[src/rtl/acc_sequencer.sv]
// acc_sequencer: multi-cycle accumulator control FSM (load/mem-wait/ALU-wait/writeback, halt, error).
// Define ACC_SEQ_PERF_EN to add the retire_count/stall_count performance counters.
module acc_sequencer #(
    parameter int ALU_LAT     = 2,
    parameter int MEM_TIMEOUT = 8
) (
    input  logic       clk,
    input  logic       rst_n,
    input  logic       instr_valid,
    input  logic [2:0] instr_op,
    output logic       instr_ready,
    input  logic       mem_ready,
    output logic       mem_read,
    output logic       alu_start,
    output logic [1:0] data_ctrl,
    output logic       write_ctrl,
    output logic       reg_write,
    output logic       retire,
    output logic       halted,
    output logic       error
`ifdef ACC_SEQ_PERF_EN
    ,
    output logic [15:0] retire_count,
    output logic [15:0] stall_count
`endif
);
    typedef enum logic [2:0] {S_IDLE, S_EXEC, S_MEM_WAIT, S_ALU_WAIT, S_WB, S_HALTED, S_ERROR} state_t;
    localparam logic [2:0] OP_LDI = 3'd0, OP_LDR = 3'd1, OP_LDM = 3'd2, OP_ALU = 3'd3;
    localparam logic [2:0] OP_STA = 3'd4, OP_NOP = 3'd5, OP_HALT = 3'd6, OP_RSV = 3'd7;

    state_t     r_state, w_state_nxt;
    logic [2:0] r_op, w_op_nxt;
    logic [7:0] r_cnt, w_cnt_nxt;
    logic [9:0] r_out;

    always_comb begin
        w_state_nxt = r_state;
        w_op_nxt    = r_op;
        w_cnt_nxt   = r_cnt;
        case (r_state)
            S_IDLE: if (instr_valid) begin
                w_state_nxt = S_EXEC;
                w_op_nxt    = instr_op;
            end
            S_EXEC: begin
                w_cnt_nxt = '0;
                case (r_op)
                    OP_LDM:  w_state_nxt = S_MEM_WAIT;
                    OP_ALU:  w_state_nxt = (ALU_LAT == 1) ? S_WB : S_ALU_WAIT;
                    OP_HALT: w_state_nxt = S_HALTED;
                    OP_RSV:  w_state_nxt = S_ERROR;
                    default: w_state_nxt = S_IDLE;
                endcase
            end
            // mem_ready takes priority over a timeout landing on the same cycle
            S_MEM_WAIT: begin
                w_state_nxt = mem_ready ? S_WB : (r_cnt == 8'(MEM_TIMEOUT - 1)) ? S_ERROR : S_MEM_WAIT;
                w_cnt_nxt   = r_cnt + 8'd1;
            end
            S_ALU_WAIT: begin
                w_state_nxt = (r_cnt == 8'(ALU_LAT - 2)) ? S_WB : S_ALU_WAIT;
                w_cnt_nxt   = r_cnt + 8'd1;
            end
            S_WB:      w_state_nxt = S_IDLE;
            S_HALTED:  w_state_nxt = S_HALTED;
            S_ERROR:   w_state_nxt = S_ERROR;
            default:   w_state_nxt = S_IDLE;
        endcase
    end

    // Outputs are decoded from the next state so the registered value matches the state it lands in
    logic       w_exec, w_wb, w_ready, w_mem_read, w_alu_start, w_write, w_reg_write, w_retire;
    logic [1:0] w_data_ctrl;
    assign w_exec      = w_state_nxt == S_EXEC;
    assign w_wb        = w_state_nxt == S_WB;
    assign w_ready     = w_state_nxt == S_IDLE;
    assign w_mem_read  = (w_exec && w_op_nxt == OP_LDM) || w_state_nxt == S_MEM_WAIT;
    assign w_alu_start = w_exec && w_op_nxt == OP_ALU;
    assign w_write     = (w_exec && (w_op_nxt == OP_LDI || w_op_nxt == OP_LDR)) || w_wb;
    assign w_reg_write = w_exec && w_op_nxt == OP_STA;
    assign w_retire    = (w_exec && (w_op_nxt inside {OP_LDI, OP_LDR, OP_STA, OP_NOP, OP_HALT})) || w_wb;
    assign w_data_ctrl = w_wb ? ((w_op_nxt == OP_ALU) ? 2'd3 : 2'd2) :
                         (w_write && w_op_nxt == OP_LDR) ? 2'd1 : 2'd0;

    always_ff @(posedge clk) begin
        if (!rst_n) begin
            r_state <= S_IDLE;
            r_op    <= '0;
            r_cnt   <= '0;
            r_out   <= 10'h200;
        end else begin
            r_state <= w_state_nxt;
            r_op    <= w_op_nxt;
            r_cnt   <= w_cnt_nxt;
            r_out   <= {w_ready, w_mem_read, w_alu_start, w_data_ctrl, w_write, w_reg_write, w_retire,
                        w_state_nxt == S_HALTED, w_state_nxt == S_ERROR};
        end
    end

    assign {instr_ready, mem_read, alu_start, data_ctrl, write_ctrl, reg_write, retire, halted, error} = r_out;

`ifdef ACC_SEQ_PERF_EN
    logic [15:0] r_retire_count, r_stall_count;
    always_ff @(posedge clk) begin
        if (!rst_n) begin
            r_retire_count <= '0;
            r_stall_count  <= '0;
        end else begin
            r_retire_count <= r_retire_count + 16'(r_out[2]);
            r_stall_count  <= r_stall_count + 16'(r_state == S_MEM_WAIT || r_state == S_ALU_WAIT);
        end
    end
    assign retire_count = r_retire_count;
    assign stall_count  = r_stall_count;
`endif
endmodule

[config.mk]
export PLATFORM = sky130hd
export DESIGN_NAME = acc_sequencer
export DESIGN_NICKNAME = d
export VERILOG_FILES = /design/src/rtl/acc_sequencer.sv
export SDC_FILE = /design/constraint.sdc
export NUM_CORES = 1
export LEC_CHECK = 0
export ABC_AREA = 1
export CAP_MARGIN = 5
export CORE_MARGIN = 2
export CORE_UTILIZATION = 55
export CTS_CLUSTER_DIAMETER = 40
export CTS_CLUSTER_SIZE = 10
export DETAILED_ROUTE_END_ITERATION = 16
export HOLD_SLACK_MARGIN = 0.05
export PLACE_DENSITY = 0.87
export SLEW_MARGIN = 5
export SYNTH_ARGS = -nofsm -noshare
export SYNTH_HDL_FRONTEND = slang
export SYNTH_SLANG_ARGS = --single-unit
[constraint.sdc]
create_clock -name clk -period 2.3 [get_ports clk]
set_clock_uncertainty 0.2 [all_clocks]
set_input_delay 0.46 -clock clk [delete_from_list [all_inputs] [get_ports clk]]
set_output_delay 0.46 -clock clk [all_outputs]
set_load 0.01 [all_outputs]
# Yosys cells after proc, flatten, opt, wreduce, memory -nomap -nowiden
# Index checks and enable logic that the tools add are counted.
# word_totals
mem_bits_rw,0
mem_count,0
in_bits,7
reg_bits,24
output_inout_bits,10
rom_bits,0
latch_bits,0
elab_cells,55
# op_classes
order_cmp,0
n_shift,0
n_eq_ne,21
n_addsub,1
n_mul,0
n_reduce_logical,17
n_mux,12
div,0
bitwise,0
# ops
op,count
"equality test 3 bit, second input constant",10
"equality test 3 x 2 -> 1 bit, second input constant",7
2-to-1 mux 3 bit,6
one-hot mux 3 bit (6 select lines),1
one-hot mux 8 bit (2 select lines),1
one-hot mux 3 bit (4 select lines),1
"equality test 3 x 1 -> 1 bit, second input constant",3
logical NOT 3 bit,3
"adder 8 x 1 -> 8 bit, second input constant",1
"equality test 8 x 3 -> 1 bit, second input constant",1
logical NOT 8 bit,1
logical AND 1 bit,6
nonzero test 5 bit,1
logical OR 1 bit,4
2-to-1 mux 1 bit,2
2-to-1 mux 2 bit,1
nonzero test 2 bit,1
OR reduction 2 bit,1

# Logic depth before layout (Yosys ltp)
# Gate-level depths: netlist of run 1.
# depth
depth_word,10
depth_mapped,10
depth_no_buf,10

# Worst setup path after synthesis of run 1
# No wires, ideal clock.
# synth_path
kind,register to register
start,register r_cnt[0]
end,register r_out[5]
arrival_time_ns,1.280
stages_incl_launch_ff,11
synth_period_minus_slack_ns,1.541
n_path_buf,0
setup_time_ns,0.062
t_required_ns,2.038
path_slack_ns,0.759
cell_sequence,dfxtp_1 -> inv_1 -> ha_1 -> nand2_1 -> o21ai_4 -> nand3_4 -> nor2_4 -> nand2_2 -> nand2_2 -> nand2_2 -> nor2_2
# synth_via
elab_chain_cells,10
elab_cells_between_ends,13
cone_classes,3 x eq/ne; 6 x mux; 4 x reduce/logical
# synth_rtl
element,line_no,text
from (decl),33,"logic [7:0] r_cnt, w_cnt_nxt;"
from (signal assigned),94,r_cnt <= w_cnt_nxt;
equality test 8 x 3 -> 1 bit,57,w_state_nxt = mem_ready ? S_WB : (r_cnt == 8'(MEM_TIMEOUT - 1)) ? S_ERROR : S_MEM_WAIT;
2-to-1 mux 3 bit (2 in a row),57,
one-hot mux 3 bit (6 select lines) *,40,case (r_state)
equality test 3 x 1 -> 1 bit,74,assign w_exec = w_state_nxt == S_EXEC;
logical AND 1 bit,79,assign w_write = (w_exec && (w_op_nxt == OP_LDI || w_op_nxt == OP_LDR)) || w_wb;
logical OR 1 bit,79,
logical AND 1 bit,83,(w_write && w_op_nxt == OP_LDR) ? 2'd1 : 2'd0;
2-to-1 mux 1 bit,83,
2-to-1 mux 2 bit *,82,assign w_data_ctrl = w_wb ? ((w_op_nxt == OP_ALU) ? 2'd3 : 2'd2) :
to (signal assigned),95,"r_out <= {w_ready, w_mem_read, w_alu_start, w_data_ctrl, w_write, w_reg_write, w_retire,"
to (decl),34,logic [9:0] r_out;
# Every way passes the cells marked *; elsewhere a longest branch is shown, timed or not.
# A chain may end at the register's enable or synchronous reset.

# Worst setup path in the final report of run 1
# layout_path
start,register r_out[5]
end,output data_ctrl[0]
# layout_lines
element,line_no,text
to (decl),15,"output logic [1:0] data_ctrl,"
# No word-level cell between the ends.

==> results of run 1 <==
==> worst reg2reg max path, cell delays in order, from the launching register on <==
cell	delay [ns]
dfxtp_1	0.34
inv_1	0.10
ha_1	0.16
nand2_1	0.10
o21ai_4	0.21
nand3_4	0.12
nor2_4	0.16
nand2_2	0.09
nand2_2	0.07
nand2_2	0.05
nor2_2	0.07
==> cell usage after synthesis (all sizes together) <==
cell type / count
nand3b: 1
nor2: 23
a221oi: 1
nand4: 2
o21a: 1
buf: 1
ha: 2
nor4: 1
o21ai: 9
inv: 28
a211oi: 3
nor3: 4
clkbuf: 1
dfxtp: 24
a21oi: 8
nand3: 15
nand2: 37
==> through the flow <==
stage               cells  worst slack [ns]
global route          207             0.398
global placement      203             0.233
CTS                   207             0.449
floorplan             161             0.759
detailed placement    203             0.192
finish                207             0.451
==> sequential cells by signal, indices dropped and copies added, names as in the netlist <==
signal / count
r_op: 3
r_out: 10
r_cnt: 8
r_state: 3
==> where the power goes <==
group / internal, mW / switching (mW)
combinational: 0.0466 / 0.0684
sequential: 0.428 / 0.00699
clock: 0.0967 / 0.120
==> worst max path at each step <==
stage	from	cells past startpoint	end	slack [ns]
floorplan	r_cnt[0]	10	r_out[5]	0.76
global placement	instr_valid	9	r_out[5]	0.23
detailed placement	mem_ready	9	r_out[5]	0.19
CTS	r_out[6]	1	data_ctrl[1]	0.45
global route	r_cnt[0]	10	r_out[4]	0.40
finish	r_out[5]	1	data_ctrl[0]	0.45
==> final cells by class <==
cell class                      count  area (um^2)
Clock buffer                        4         36.3
Fill cell                         172          587
Inverter                           28          105
Multi-Input combinational cell    107          592
Sequential cell                    24          480
Tap cell                           27         33.8
Timing Repair Buffer               17          168
==> layer usage <==
metal	share of wire	up-vias	routed length, um
li1	-	552	-
met1	0.45	495	1090
met2	0.50	36	1220
met3	0.041	4	99
met4	0.0087	0	21
met5	0	-	0
==> cell families after synthesis <==
family	synth area share
AOI/OAI and AO/OA	0.123
adders and majority gates	0.0210
DFF	0.404
buffers and inverters	0.0979
and+or+nand+nor	0.354
==> impl_metrics.ini, run 1 <==
[timing]
holdWs_ns = 0.300
drv_slew = 0
finalHoldViolations = 0
setup_viol = 0
worst_pin_slew_ns = 0.372
slew_headroom = 0.752
grt_setup_unrepaired = false
tns_ns = 0
fin_crit_ns = 1.85
fin_crit_sh = 0.804
clock.fmax_ghz = 0.541

[drt]
firstDrtPassIters = 4
ant_nets = 0
drt-vias-per-instance = 5.25
num_vias = 1087
wl_um = 2420
wl_per_cell_um = 11.7
drc = 0
first_iter_violations = 42

[critical_path]
worst-r2r-setup-slack_ns = 0.59
timing.rr.start = r_cnt[0]
crit_chain = clkdlybuf4s50_1
worstPathRequired_ns = 1.64
worstReg2RegEnd = r_out[5]
reg2regPathDepth = 10
crit_path_max_incr_delay_ns = 0.54
crit_slowest_cell = clkdlybuf4s50_1
crit_path_start_kind = register
path_delay_family = buffers and inverters
cp.arrival_ns = 1.19
crit_fanout = 1
cp-end-kind = output pin
criticalPathCategory = register to output pin
crit_buf_inv = 1

[logic_synthesis]
synth_area_um2 = 1190
ys_warn_count = 0
synthTopCellsByArea = dfxtp_1, nand2_1, inv_1
seq_area_frac_synth = 0.404
ys_types = 28
ys_ff_latch = 24
synth_top_area_frac = 0.404
syn_avg_cell_area_um2 = 7.38
syn_nets = 170
yosysTopAreaCell = dfxtp_1
synthCells = 161

[worst_hold_path]
holdPathEnd = r_cnt[1]
min_path_type = register to register
hold_path.startpoint = r_cnt[1]
min_path_cells = 2

[grt]
grt_pass1_wl_um = 4340
track_usage = 0.222
gr-total-overflow = 0
globalRouteMet3Util = 0.0357
use_met1 = 0.269
grt-busiest-layer = met2
grt_max_degree = 14
grt_use_met2 = 0.388
antenna_found_initial = 0
grt_pass1_vias = 1021

[cts]
cts_root_buf = clkbuf_4
holdBufCountCts = 0
cts.path.max_buffers = 2
numCtsBuffers = 3
cts_setup_buffers = 0
clkTransAtPathRegs_ns = 0.13
cts.sinks = 24
cts-resized-gates = 0
clk-insertion-delay-late_ns = 0.31
cts_tree = done
h-tree-depth = 1

[cells_and_area]
mostFrequentLayoutCell = nand2_1
fin_util = 0.707
layout-drive-gt1-share = 0.150
synthToLayoutAreaGrowth_pct = 19.1
final_cell_mix = nand2_1, inv_1, dfxtp_1
diodes = 0
fin_area_um2 = 1420
nets = 190

[run]
cap_violations = 0

[pwr]
powerDensity_nw_per_um2 = 542
finalPower_mw = 0.767
p_leak_nw = 0.594
vdd.ir_drop.worst_v = 0.000360

[die]
row_count = 16
start_util = 0.594
fp.dieW_um = 50.5
die_area_um2 = 2550
dieHeight_um = 50.5
pin_count = 17
core_um2 = 2000

[placement]
placedInstanceArea_um2 = 1380
port-buffer-count = 16
dp_hpwl_um = 1910
place.gp.congestion = 0.938

[status]
status = finished, final reports clean
No activity file was read; power rests on OpenSTA's default activity.
==> run 2: changes to the inputs <==
CORE_UTILIZATION = 52   (was 55)
PLACE_DENSITY = 0.84   (was 0.87)
clock period = 1.8 ns   (was 2.3 ns; I/O delays follow)
==> impl_metrics.ini, run 2 (synthesis results as in run 1) <==
[drt]
first_iter_violations = 24
drt-vias-per-instance = 5.16
num_vias = 1125
drc = 0
firstDrtPassIters = 5
ant_nets = 0
wl_per_cell_um = 12.0
wl_um = 2630

[worst_hold_path]
hold_path.startpoint = r_cnt[1]
min_path_type = register to register

[cts]
cts.sinks = 24
h-tree-depth = 1
cts.path.max_buffers = 2
cts_tree = done
cts_root_buf = clkbuf_4
cts_setup_buffers = 0
clk-insertion-delay-late_ns = 0.31
clkTransAtPathRegs_ns = 0.13
numCtsBuffers = 3

[cells_and_area]
mostFrequentLayoutCell = nand2_1
layout.cells.non_filler = 218
diodes = 0
fillers = 182
final_cell_mix = nand2_1, dfxtp_1, inv_1
multi_input_area_um2 = 616
layout-drive-gt1-share = 0.237
fin_util = 0.692
largest_register_ffs = 10
register_area_um2 = 482
regMostFlops = r_out
synthToLayoutAreaGrowth_pct = 27.6
nets = 200
reg_top3 = r_out: 10 flops, r_cnt: 8 flops

[pwr]
p_leak_nw = 0.648
powerDensity_nw_per_um2 = 671
vdd.ir_drop.worst_v = 0.000533

[critical_path]
crit_chain = clkdlybuf4s50_1
timing.rr.start = r_state[0]
crit_path_max_incr_delay_ns = 0.53
crit_path_start = r_out[3]
crit_slowest_cell = clkdlybuf4s50_1
worstPathRequired_ns = 1.24
cp-end-kind = output pin
cp.arrival_ns = 1.19
path_delay_family = buffers and inverters
crit_path_start_kind = register
criticalPathCategory = register to output pin
crit_buf_inv = 1
crit_fanout = 1

[placement]
dp_hpwl_um = 2010
place.gp.congestion = 0.845
post-place-ws_ns = -0.201
dp.cells = 214
port-buffer-count = 16

[timing]
fin_crit_sh = 0.971
worst_pin_slew_ns = 0.380
fin_ws_ns = 0.0527
finalHoldViolations = 0
slew_headroom = 0.746
setup_viol = 0
fin_crit_ns = 1.75
drv_slew = 0
clock.fmax_ghz = 0.572
tns_ns = 0

[grt]
antenna_found_initial = 0
grt_pass1_wl_um = 4260
grt_pass1_vias = 1060
grt_max_degree = 14
gr-total-overflow = 0
track_usage = 0.213

[die]
row_count = 17
start_util = 0.543
dieHeight_um = 51.8
pin_count = 17
fp.dieW_um = 51.8
core_um2 = 2190
die_area_um2 = 2680

[status]
status = finished, final reports clean

[run]
cap_violations = 0
run 2: final cells by class:
cell class,count,area share
clock buffer,4,0.0239
inverter,28,0.0693
multi-input combinational,107,0.406
sequential,24,0.318
tap,28,0.0231
timing repair buffer,27,0.160
run 2: metal layers:
metal / up-vias / track usage / wire length (um)
met4: 0 / 0.101 / 72
met5: - / 0 / 0
met1: 515 / 0.251 / 1140
met3: 11 / 0.0345 / 97
li1: 568 / - / -
met2: 31 / 0.374 / 1320
run 2: power breakdown:
part / switching [mW] / leakage [nW] / internal (mW)
Combinational: 0.0935 / 0.431 / 0.0806
Clock: 0.162 / 0.0210 / 0.124
Sequential: 0.00957 / 0.195 / 0.547
Total: 0.265 / 0.648 / 0.752
run 2: worst paths after layout:
path | end | slack (ns) | depth (start not counted)
max | reg_write | 0.05 | 1
min | r_cnt[1] | 0.29 | 2
max reg2reg | r_out[4] | 0.14 | 9
min reg2reg | r_cnt[1] | 0.29 | 2
run 2: stage by stage:
stage / total power [mW] / area, um^2 / hold WS, ns
floorplan: 0.664 / 1190 / 0.254
global placement: 0.732 / 1460 / 0.264
detailed placement: 0.740 / 1460 / 0.277
CTS: 1.02 / 1490 / 0.296
global route: 1.06 / 1520 / 0.321
finish: 1.02 / 1520 / 0.291
run 2: what timing repair did:
item / CTS / global route
gates resized for setup: 0 / 11
hold buffers: 0 / 0
endpoints found under the setup margin: 0 / 6
==> edit 1 (flow settings as in run 2) <==
Put a register stage on the output `error`, with the module's reset. The value now appears one clock later. The other outputs are not delayed to match. Comments in the files are not updated.
--- a/src/rtl/acc_sequencer.sv
+++ b/src/rtl/acc_sequencer.sv
@@ -29,2 +29,4 @@
     localparam logic [2:0] OP_STA = 3'd4, OP_NOP = 3'd5, OP_HALT = 3'd6, OP_RSV = 3'd7;
+
+    logic error_d;
 
@@ -99,3 +101,3 @@
 
-    assign {instr_ready, mem_read, alu_start, data_ctrl, write_ctrl, reg_write, retire, halted, error} = r_out;
+    assign {instr_ready, mem_read, alu_start, data_ctrl, write_ctrl, reg_write, retire, halted, error_d} = r_out;
 
@@ -115,2 +117,10 @@
 `endif
+    always_ff @(posedge clk) begin
+        if (!rst_n) begin
+            error <= '0;
+        end else begin
+            error <= error_d;
+        end
+    end
+
 endmodule
Formal check against the unedited RTL: not equivalent (Yosys sat finds a counterexample within 4 cycles, from zero or initial values and one cycle with rst_n low).
==> edit 1 against run 2 <==
  * Worst setup slack better by 28 ps
  * Power fell by 4.0%
  * Routed wire length fell by 16%
  * Highest routed layer unchanged
  * Combinational power is 9% lower
  * Via count fell by 5.6%
  * Final area decreased by 5.6%
  * Sequential cell count up 1
  * Area after synthesis is 2.1% lower
==> edit 1: results (changes against run 2) <==
Yosys
  • Unique cell type count in the Yosys netlist: 25 (-11%)
  • Mapped Nets: 170 (unchanged)
  • Sequential share of the synthesized area: 43.0% (+2.6 points)
  • Synth top cells by count: nand2_1 (36), dfxtp_1 (25), inv_1 (22)
  • Area contributors post-synth: dfxtp_1 (43%), nand2_1 (12%), inv_1 (7.1%)

Min path
  • Min-delay src: r_out[0]
  • Hold crit path type: reg2reg
  • Hold depth: 2 (unchanged)
  • Hold EP: error

Setup path
  • R2r setup slk: 80 ps (-60 ps)
  • Worst R2R Path Depth: 10 (+1)
  • R2R Path End: r_out[5]
  • R2R Path Start: r_cnt[1]
  • Arrival time worst endpoint: 1160 ps (-30 ps)

Place
  • GPL Wtd Cong: 0.917 (+8.5%)
  • Post-DP HPWL: 1.64 mm (-18%)
  • DP Worst Slack: -163 ps (+38.5 ps)

Power and ir drop
  • Internal power: 729 uW (-3.0%)
  • IR drop worst, VDD: 0.432 mV (-19%)
  • P_leak: 0.000624 uW (-3.7%)

Drt
  • Vias: 1062 (-5.6%)
  • TritonRoute pass-1 iters: 4 (-1)
  • Final wirelength: 2.21 mm (-16%)

GRT
  • Vias in the first global route: 919 (-13%)
  • First-pass GRT wire length: 3.75 mm (-12%)
  • Initial antenna violation count: 0 (unchanged)

Timing
  • WHS: 240 ps (-51.0 ps)
  • Finish-stage setup viols: 0 (unchanged)

Cells and area
  • Share of post-route cells with drive strength above 1: 15.1% (-8.5 points)
  • Nets@finish: 195 (-2.5%)

Run status
  • Outcome: finished, final reports clean
## edit 1: cell types whose count changed after synthesis, moves of 2 or more
cell	delta
nand2_1	+6
inv_1	-2
o21ai_0	+2
nand2_2	-3
nand3_1	-2
## edit 1: cell type report
class,instances,area (sq um)
fill,199,738
multi-input combinational,107,554
sequential,25,502
timing repair buffer,24,220
inverter,25,93.8
tap,28,35.0
clock buffer,4,26.3
## edit 1: per-layer routing
layer  track usage (%)  up-vias  wire [microns]
met1              24.7      466             974
li1                  -      555               -
met2              31.4       36            1050
met4              7.89        0              37
met5                 0        -               0
met3              2.63        5             144
## edit 1: how the worst max path moves through the flow
stage	start	end	cells past startpoint	slack, ps
final	r_out[1]	halted	1	80
after global routing	r_cnt[1]	r_out[5]	10	-50
after CTS	r_out[1]	halted	1	70
after detailed placement	instr_valid	r_out[5]	10	-160
after global placement	instr_valid	r_out[3]	9	-120
after floorplan	r_cnt[0]	r_out[5]	10	290
## edit 1: stage by stage
stage               instances  power, uW  instance area [sq um]
global route              213       1020                   1430
detailed placement        209        744                   1390
CTS                       213        979                   1420
floorplan                 161        677                   1160
global placement          209        740                   1390
finish                    213        976                   1430
## edit 1: power groups by stage
stage | Sequential, uW | Clock [uW] | Combinational (uW)
after floorplan | 592 | 0 | 84.7
after global placement | 589 | 0 | 151
after detailed placement | 590 | 0 | 154
after CTS | 578 | 246 | 156
after global routing | 580 | 264 | 174
final | 578 | 241 | 158
## edit 1: kinds of logic (layout without fill, tap and decap cells)
kind of cell | count (synthesis) | after routing | synth area share, %
xor+xnor | 1 | 1 | 0.753
fa+ha+maj | 2 | 2 | 2.15
compound gates | 23 | 23 | 12.4
flops | 25 | 25 | 43.0
simple gates | 81 | 81 | 31.1
buf+inv | 29 | 53 | 10.6
==> edit 2 (flow settings as in run 2) <==
Made on the original files. Add a define of `ACC_SEQ_PERF_EN`.
--- a/src/rtl/acc_sequencer.sv
+++ b/src/rtl/acc_sequencer.sv
@@ -2,2 +2,4 @@
 // Define ACC_SEQ_PERF_EN to add the retire_count/stall_count performance counters.
+`define ACC_SEQ_PERF_EN
+
 module acc_sequencer #(
Function (old outputs only; new: retire_count and stall_count): kept (equiv_simple and equiv_induct, registers matched by name and starting in step).
==> edit 2 against run 2 <==
  * The flow now finishes with violations (setup timing)
  * Final area up 150%
  * Sequential cell count up 32
  * Area after synthesis is 130% higher
  * Power increased to 2.5 times the old value
  * Synthesized cell count rose by 130%
  * Critical path depth grew 10
  * Worst setup slack worse by 130 ps
  * Routed wire length rose to 2.5 times the old value
  * Sequential power rose by 130%
  * Global-route usage increased by 1.3 points
  * Worst hold slack lost 5.4 ps
  * Clock power grew to 3.8 times the old value
  * Critical path type is now reg2reg
  * Critical endpoint is now stall_count[10]
  * Largest cell class unchanged
==> edit 2: results (changes against run 2) <==
Min path
  • Hold crit path type: reg2reg

Place
  • Placed cell count: 505 (+140%)
  • GPL Wtd Cong: 0.896 (+6.0%)
  • Post-DP HPWL: 4.69 mm (+130%)
  • Placed cell areas: 0.00347 sq mm (+140%)
  • Port bufs: 48 (+32)

Yosys
  • Ys Warns: 0 (unchanged)
  • Synth top cells by count: nand2_1 (82), dfxtp_1 (56), inv_1 (46)
  • Area contributors post-synth: dfxtp_1 (41%), nand2_1 (11%), inv_1 (6.3%)
  • Mapped Nets: 383 (+130%)
  • Top_reg_cell synth: dfxtp_1
  • Unique cell type count in the Yosys netlist: 41 (+46%)
  • Sequential share of the synthesized area: 41.1% (+0.72 points)
  • Synth Instances: 370 (+130%)
  • Async S/R FF share, synth: 0% (unchanged)

GRT
  • Largest net degree at the start of global routing: 21 (+7)
  • First-pass GRT wire length: 10.9 mm (+160%)
  • Gr usage total: 22.6% (+1.3 points)
  • Vias in the first global route: 2535 (+140%)
  • Initial antenna violation count: 0 (unchanged)

Cells and area
  • Share of post-route cells with drive strength above 1: 22.3% (-1.4 points)
  • Final core utilization: 74.7% (+5.5 points)
  • Fillers: 370 (+100%)
  • Nets@finish: 461 (+130%)
  • Final Non-Filler Cells: 519 (+140%)

Drt
  • Drt via density: 5.12 (-0.80%)
  • TritonRoute pass-1 iters: 4 (-1)
  • Wire length per cell: 12.8 microns (+6.4%)
  • Iter 0 DRT Violations: 93 (+290%)
  • Antenna Violating Nets Remaining: 0 (unchanged)

Clocking
  • TritonCTS Buffers: 5 (+2)
  • Root Buffer: clkbuf_8
  • Clock latency on the worst-skew pair: 310 ps (about the same)
  • CTS Buffer Depth: 2 (unchanged)
  • CTS clk-pin slew, worst paths: 100 ps (-30 ps)
  • H-tree depth: 2 (+1)

Setup path
  • Crit Path Class: reg2reg
  • Critical Path Max Stage Delay: 360 ps (-170 ps)
  • Slowest cell on crit path: dfxtp_2
  • Crit-path max FO: 3 (+2)

Power and ir drop
  • IR drop worst, VDD: 0.447 mV (-16%)
  • P_leak: 0.00183 uW (+180%)

Run status
  • Failing checks: setup timing
  • Outcome: finished with violations

Timing
  • Worst setup margin: -76.4 ps (-129 ps)
  • Finish-stage setup viols: 4 (+4)
  • Worst-margin pin slew: 294 ps (-86.2 ps)
==> edit 2: worst paths after layout <==
kind	start	end	cells past startpoint	slack, ps
min reg2reg	stall_count[15]	stall_count[15]	2	290
max	r_state[1]	stall_count[10]	11	-80
min	stall_count[15]	stall_count[15]	2	290
max reg2reg	r_state[1]	stall_count[10]	11	-80
==> edit 2: logic make-up (layout without fill, tap and decap cells) <==
| logic type | after synthesis | after routing | share of synthesized area [%] |
|---|---|---|---|
| AO/OA/AOI/OAI | 60 | 60 | 12.4 |
| XOR/XNOR | 4 | 4 | 1.29 |
| adder cells (fa/ha/maj) | 6 | 6 | 2.75 |
| buffers and inverters | 57 | 136 | 8.40 |
| flip-flops | 56 | 56 | 41.1 |
| AND/OR/NAND/NOR | 187 | 187 | 34.1 |
==> edit 2: worst max-delay path: cells and delay by family (launching register included) <==
family | cells | cell delay [ps]
flip-flops | 1 | 360
buffers and inverters | 1 | 50
AND/OR/NAND/NOR | 7 | 720
adder cells (fa/ha/maj) | 2 | 290
XOR/XNOR | 1 | 160
==> edit 2: final cells by class <==
type / instances / share of cell area (%)
multi-input combinational: 257 / 39.4
sequential: 56 / 30.2
timing repair buffer: 77 / 18.6
inverter: 51 / 5.25
clock inverter: 3 / 2.38
tap: 70 / 2.31
clock buffer: 5 / 1.82
==> edit 2: per-stage QoR <==
stage / power (uW) / setup TNS, ps / setup slack [ps]
floorplan: 1410 / -288 / -117
global placement: 1500 / -464 / -76.6
detailed placement: 1500 / -1030 / -133
CTS: 2590 / -191 / -61.8
global route: 2660 / -986 / -162
finish: 2580 / -153 / -76.4
==> edit 2: what timing repair did <==
item,CTS,global route
pin swaps,4,13
resized for setup,40,29
endpoints found under the setup margin,33,26
buffers inserted,1,5
==> edit 2: metal layers <==
metal	part of all wire, %	track usage, %	vias to the layer above
li1	-	-	1348
met1	42	26.7	1226
met2	51	40.9	75
met3	5.5	4.86	8
met4	1.4	6.91	0
met5	0	0	-
==> edit 2: report_power, final <==
part           internal, uW  switching (uW)  total [uW]  leakage (uW)
Clock                   695             407        1100     0.0000784
Sequential             1260            17.2        1270      0.000463
Combinational          90.6             114         205       0.00129
Total                  2040             538        2580       0.00183
